--- config.mk ---
export PLATFORM = sky130hd
export DESIGN_NAME = regfile_wb_arbiter
export DESIGN_NICKNAME = d
export VERILOG_FILES = /design/src/rtl/regfile_pkg.sv /design/src/rtl/regfile_wb_arbiter_rr_arb2.sv /design/src/rtl/regfile_wb_arbiter.sv
export SDC_FILE = /design/constraint.sdc
export NUM_CORES = 1
export LEC_CHECK = 0
export CAP_MARGIN = 20
export CORE_MARGIN = 2
export CORE_UTILIZATION = 35
export DETAILED_ROUTE_END_ITERATION = 12
export PLACE_DENSITY = 0.7
export SLEW_MARGIN = 20
export SYNTH_ARGS = -nofsm -noshare
export SYNTH_HDL_FRONTEND = slang
export SYNTH_SLANG_ARGS = --single-unit
--- constraint.sdc ---
create_clock -name i_clk -period 3.25 [get_ports i_clk]
set_input_delay 0.325 -clock i_clk [delete_from_list [all_inputs] [get_ports i_clk]]
set_output_delay 0.325 -clock i_clk [all_outputs]
set_load 0.05 [all_outputs]
--- src/rtl/regfile_pkg.sv ---
// Shared definitions for the register-file write-back path.
package regfile_pkg;

    localparam int unsigned NREG = 32;
    localparam int unsigned AW   = 5;
    localparam int unsigned DW   = 32;

    // Requester IDs double as bit positions in the arbiter request/grant vectors
    typedef enum logic {
        REQ_ALU = 1'b0,
        REQ_MEM = 1'b1
    } req_id_e;

    typedef struct packed {
        logic [AW-1:0] addr;
        logic [DW-1:0] data;
    } wr_req_t;

endpackage

--- src/rtl/regfile_wb_arbiter_rr_arb2.sv ---
// Two-input round-robin arbiter. On a tie the requester that did not win the
// most recent accepted transfer gets the grant.
module rr_arb2
    import regfile_pkg::*;
(
    input  logic       i_clk,
    input  logic       i_rst,
    input  logic [1:0] i_req,
    input  logic       i_accept,
    output logic [1:0] o_gnt
);

    req_id_e r_last_grant;

    // Combinational grant: single requester wins outright, tie goes to the non-last
    always_comb begin
        o_gnt = 2'b00;
        unique case (i_req)
            2'b01:   o_gnt = 2'b01;
            2'b10:   o_gnt = 2'b10;
            2'b11:   o_gnt = (r_last_grant == REQ_MEM) ? 2'b01 : 2'b10;
            default: o_gnt = 2'b00;
        endcase
    end

    // Remember who won the last accepted transfer; MEM after reset so ALU wins first tie
    always_ff @(posedge i_clk or posedge i_rst) begin
        if (i_rst) begin
            r_last_grant <= REQ_MEM;
        end else if (i_accept) begin
            r_last_grant <= o_gnt[1] ? REQ_MEM : REQ_ALU;
        end
    end

endmodule

--- src/rtl/regfile_wb_arbiter.sv ---
// Write-back controller: arbitrates ALU and load results onto the register
// file's single write port through a one-cycle registered write stage, and
// tracks reserved-but-not-yet-written destinations for hazard detection.
module regfile_wb_arbiter
    import regfile_pkg::*;
(
    input  logic            i_clk,
    input  logic            i_rst,
    input  logic            i_alu_valid,
    output logic            o_alu_ready,
    input  logic [AW-1:0]   i_alu_waddr,
    input  logic [DW-1:0]   i_alu_wdata,
    input  logic            i_mem_valid,
    output logic            o_mem_ready,
    input  logic [AW-1:0]   i_mem_waddr,
    input  logic [DW-1:0]   i_mem_wdata,
    input  logic            i_rsv_valid,
    input  logic [AW-1:0]   i_rsv_addr,
    input  logic [AW-1:0]   i_chk_addr1,
    input  logic [AW-1:0]   i_chk_addr2,
    output logic            o_hazard,
    output logic            o_rf_we,
    output logic [AW-1:0]   o_rf_waddr,
    output logic [DW-1:0]   o_rf_wdata,
    output logic [NREG-1:0] o_busy
);

    logic [1:0]      w_gnt;
    logic            w_accept;
    wr_req_t         w_win;

    logic            r_we;
    logic [AW-1:0]   r_waddr;
    logic [DW-1:0]   r_wdata;
    logic [NREG-1:0] r_busy;
    logic [NREG-1:0] w_busy_next;

    rr_arb2 u_arb (
        .i_clk    (i_clk),
        .i_rst    (i_rst),
        .i_req    ({i_mem_valid, i_alu_valid}),
        .i_accept (w_accept),
        .o_gnt    (w_gnt)
    );

    // Readies are held low during reset so nothing can be accepted across it
    assign o_alu_ready = w_gnt[REQ_ALU] & ~i_rst;
    assign o_mem_ready = w_gnt[REQ_MEM] & ~i_rst;
    assign w_accept    = o_alu_ready | o_mem_ready;

    // Select the winning requester's address and data
    always_comb begin
        w_win = '{addr: i_alu_waddr, data: i_alu_wdata};
        if (o_mem_ready) begin
            w_win = '{addr: i_mem_waddr, data: i_mem_wdata};
        end
    end

    // Write stage: capture the accepted request; writes to register 0 are swallowed
    always_ff @(posedge i_clk or posedge i_rst) begin
        if (i_rst) begin
            r_we    <= 1'b0;
            r_waddr <= '0;
            r_wdata <= '0;
        end else begin
            r_we <= w_accept && (w_win.addr != '0);
            if (w_accept) begin
                r_waddr <= w_win.addr;
                r_wdata <= w_win.data;
            end
        end
    end

    // Scoreboard next state: retire the register being written, then apply a reservation
    always_comb begin
        w_busy_next = r_busy;
        if (r_we) begin
            w_busy_next[r_waddr] = 1'b0;
        end
        // Applied after the clear so a same-address reservation wins
        if (i_rsv_valid) begin
            w_busy_next[i_rsv_addr] = 1'b1;
        end
        w_busy_next[0] = 1'b0;
    end

    // Scoreboard state register
    always_ff @(posedge i_clk or posedge i_rst) begin
        if (i_rst) begin
            r_busy <= '0;
        end else begin
            r_busy <= w_busy_next;
        end
    end

    // Hazard looks only at registered state; same-cycle reservations are not visible
    assign o_hazard   = r_busy[i_chk_addr1] | r_busy[i_chk_addr2];
    assign o_rf_we    = r_we;
    assign o_rf_waddr = r_waddr;
    assign o_rf_wdata = r_wdata;
    assign o_busy     = r_busy;

endmodule
Yosys cells after proc, flatten, opt, wreduce, memory -nomap -nowiden
Index checks and enable logic that the tools add are counted. Widths: inputs -> output; s select.

Register bits: 70.

Mux-type cells: 14. Equal/unequal tests: 3. Order comparisons: 6. Bitwise logic cells: 8. Reduce and logical (&&, ||, !) cells: 4.

Operator list (count): $mux 32 (2); $mux 37 (1); $and 32x32->32 (1); $not 32->32 (1); $or 32x32->32 (1); $lt 5x6->1 const B (4); $bmux 1 s5 (2); $demux 1 s5 (2); $ge 5x1->1 const B (2); $pmux 2 s3 (1); $mux 1 (5); $reduce_bool 5->1 (1); $eq 2x2->1 const B (2); $logic_and 1x1->1 (3); $and 1x1->1 (2); $eq 2x1->1 const B (1); $mux 2 (1); $or 1x1->1 (2); $not 1->1 (1).

Depth between registers and ports, before layout
Depth in word-level cells: 9. Gate-level depth with buffers: 7.

Hierarchy
A second synthesis with hierarchy kept.

Cell total of the unflattened synthesis: 350. Area total of the unflattened synthesis: 3676.0 µm².

By module, submodules not included: regfile_wb_arbiter (area an instance 3608.5 µm², seq. area each 1726.7 µm², cells each 344, times used 1); rr_arb2 (area an instance 67.6 µm², seq. area each 26.3 µm², cells each 6, times used 1).

Worst setup path before layout
No wires, ideal clock.

Path kind: input port to output port. Start point: in i_rst. End point: out o_alu_ready. Stages: 3. Setup slack: 88 ps. Arrival: 2837 ps. Cell sequence: inv_1 > nand2_1 > a21oi_1.

Longest elaborated chain between the ends: 2.

Ends and longest elaborated chain: from (decl) (RTL line regfile_wb_arbiter.sv:8) `input logic i_rst,`; $not 1->1 (RTL line regfile_wb_arbiter.sv:47) `assign o_alu_ready = w_gnt[REQ_ALU] & ~i_rst;`; $and 1x1->1 (RTL line regfile_wb_arbiter.sv:47); to (decl) (RTL line regfile_wb_arbiter.sv:10) `output logic o_alu_ready,`.

Every way passes these cells.

Worst setup path in the final report
Start point: in i_chk_addr2[2]. End point: out o_hazard.

Longest elaborated chain between the ends: 3.

Ends and longest elaborated chain: from (decl) (RTL line regfile_wb_arbiter.sv:20) `input logic [AW-1:0] i_chk_addr2,`; $bmux 1 s5 (RTL line regfile_wb_arbiter.sv:97) `assign o_hazard = r_busy[i_chk_addr1] | r_busy[i_chk_addr2];`; $mux 1 (not written as such) (RTL line regfile_wb_arbiter.sv:97); $or 1x1->1 (RTL line regfile_wb_arbiter.sv:97); to (decl) (RTL line regfile_wb_arbiter.sv:21) `output logic o_hazard,`.

Every way passes these cells. The select of a mux whose other input is x is not followed.

==> qor.txt <==
outcome - finished clean
Pleak - 0.00234 uW
Worst-Margin Slew - 0.616 ns
Initial DRT Pass Iterations - 4
Initial Util - 35.7%
library cells used by synthesis - 31
GP Congestion - 0.851
# H-tree levels - 3
Yosys top cell area share - 47.5%
TritonCTS buffer count - 9
Power Total - 3810 uW
CTS resizes - 0
first-pass GRT wire length - 17.5 mm
Clock transition at path regs - 0.07 ns
PnR worst setup slack - 0.619 ns
CTS tree - yes
Die H - 106 um
met3 WL - 1.13 mm
largest net degree at the start of global routing - 60
post-DP HPWL - 8.62 mm
nets - 606
Power Density - 677 mW/mm^2
Non-Filler Instances - 653
CP peak stage delay - 0.70 ns
Crit path arrival time - 2.31 ns
Placement Setup Slack - 0.600 ns
Gate Count Post-Synth - 351
M1 WL - 4.54 mm
CP Data Required Time - 2.92 ns
vias in the first global route - 3393
Syn Area/Cell - 10.4 um^2
final hold violation count - 0
maximum VDD drop - 0.408 mV
Setup crit end kind - output pin
antenna cell count - 0
Max-cap violations - 0
num rows - 37
total vias in the final route - 3378
Post-CTS Setup Inserts - 0
initial antenna violation count - 0
most frequent cells in the layout - clkdlybuf4s50_1 (162), o21ai_0 (101), dfrtp_1 (69)
Setup violations, final - 0
Final ANT Viol Nets - 0
synthesized net count - 445
placed insts - 636
area leader, netlist - dfrtp_1
WL/cell - 16.9 um
CP Max Fanout - 8
startpoint type of the worst setup path - primary input
Placement Cell Area - 0.00542 mm^2
crit path cell chain - clkdlybuf4s50_1 -> mux4_2 -> mux2i_1 -> nor3b_1 -> a31oi_1 -> o2111ai_1 -> buf_4
post-route cell area - 0.00563 mm^2
fmax - 0.380 GHz
Post-Route WL - 11.0 mm
grt total ovfl - 0
worst rel slew slack - 58.8%
Top Layer Used - met4
Setup TNS - 0 ns
Crit Path Category - in -> out
fin. max-slew vios - 0
full die area - 0.0112 mm^2
Syn Std Cell Area - 0.00363 mm^2
clock buffer depth - 2
Die X - 106 um
CTS Hold Buffers Added - 0
Ports - 167
area grow syn2layout - 54.9%
Post-route DRC - 0
Port Buf Inserts - 165
CTS Root Cell - clkbuf_8
Critical-path top delay cell - clkdlybuf4s50_1
routed length on met2 - 5.27 mm
DR iter-0 viols - 133
Synth area leaders - dfrtp_1 (48%), o21ai_0 (14%), mux2i_1 (11%)
register bit total from synthesis - 70
clk_skew - 0.00895 ns
total global-route track usage - 19.9%
RSZ-0062 raised after global routing - no
Min-Delay Path Class - in -> async
most common cell after layout, fill and taps aside - clkdlybuf4s50_1
Final period util - 81.0%
Clock Latency Late Sink - 0.34 ns
share of cells above drive strength 1 - 8.90%
Tmin final - 2.63 ns
vias per cell - 5.17
synth warn - 0
Seq/Total Area, Yosys - 48.2%
clock tree sinks - 70
core area - 0.0102 mm^2
## worst max-delay path, delay by kind of cell
| family | cells | cell delay, ns |
|---|---|---|
| buffers and inverters | 2 | 0.91 |
| AO/OA/AOI/OAI | 2 | 0.27 |
| multiplexers | 2 | 0.73 |
| AND/OR/NAND/NOR | 1 | 0.07 |
## registers in the layout, indices dropped and copies added, names as in the netlist
register,cells
o_rf_wdata,32
o_busy,31
u_arb.r_last_grant,1
o_rf_we,1
o_rf_waddr,5
## through the flow
stage / utilization, % / hold slack, ns
global route: 55.3 / 0.482
detailed placement: 53.2 / 0.470
finish: 55.3 / 0.441
CTS: 55.0 / 0.454
global placement: 53.2 / 0.460
floorplan: - / 0.452
## final cells by class
| type | instances | area (um^2) |
|---|---|---|
| Clock buffer | 11 | 131 |
| Fill cell | 939 | 4560 |
| Sequential cell | 70 | 1750 |
| Timing Repair Buffer | 172 | 1730 |
| Tap cell | 136 | 170 |
| Inverter | 4 | 15.0 |
| Multi-Input combinational cell | 255 | 1780 |
| Clock inverter | 5 | 50.0 |
## routing by layer
| layer | up-vias | track usage, % |
|---|---|---|
| li1 | 1604 | - |
| met1 | 1604 | 25.4 |
| met2 | 162 | 32.2 |
| met3 | 8 | 6.62 |
| met4 | 0 | 5.83 |
| met5 | - | 0 |
## final timing paths
path,from,end,slack (ns),cells after the start
setup reg to reg,u_arb.r_last_grant,o_rf_wdata[24],1.44,4
max in group asynchronous,i_rst,u_arb.r_last_grant,2.45,3
hold / removal,i_rst,o_rf_wdata[6],0.44,3
setup / recovery,i_chk_addr2[2],o_hazard,0.62,7
min in group i_clk,o_rf_wdata[2],o_rf_wdata[2],0.48,2
hold reg to reg,o_rf_wdata[2],o_rf_wdata[2],0.48,2
## cells by family (layout without fill, tap and decap cells)
logic type | after synthesis | count (layout) | share of synthesized area (%)
AO/OA/AOI/OAI | 111 | 111 | 15.8
AND/OR/NAND/NOR | 87 | 87 | 12.1
flip-flops | 70 | 70 | 48.2
multiplexers | 56 | 56 | 20.6
buffers and inverters | 26 | 192 | 3.13
other | 1 | 1 | 0.103
## synthesized netlist by cell type (all sizes together)
cell type and count:
nand4 1, a31oi 1, inv 4, a21o 1, or3 2, o21ai 102
a311oi 2, dfrtp 69, mux2i 40, o2111ai 1, nand2 44, conb 1
a21boi 1, and3b 1, nand3 6, or4 2, nor3 2, clkbuf 13
nor2b 2, nor3b 1, mux4 14, dfstp 1, o211ai 1, mux2 2
buf 9, nor2 8, a21oi 2, or3b 5, nand3b 13
## power by group
| group | internal, uW | switching (uW) | total [uW] |
|---|---|---|---|
| sequential | 1080 | 242 | 1330 |
| clock | 350 | 310 | 660 |
| combinational | 703 | 1120 | 1830 |
| total | 2140 | 1680 | 3810 |
(Power assumes the default switching activity.)
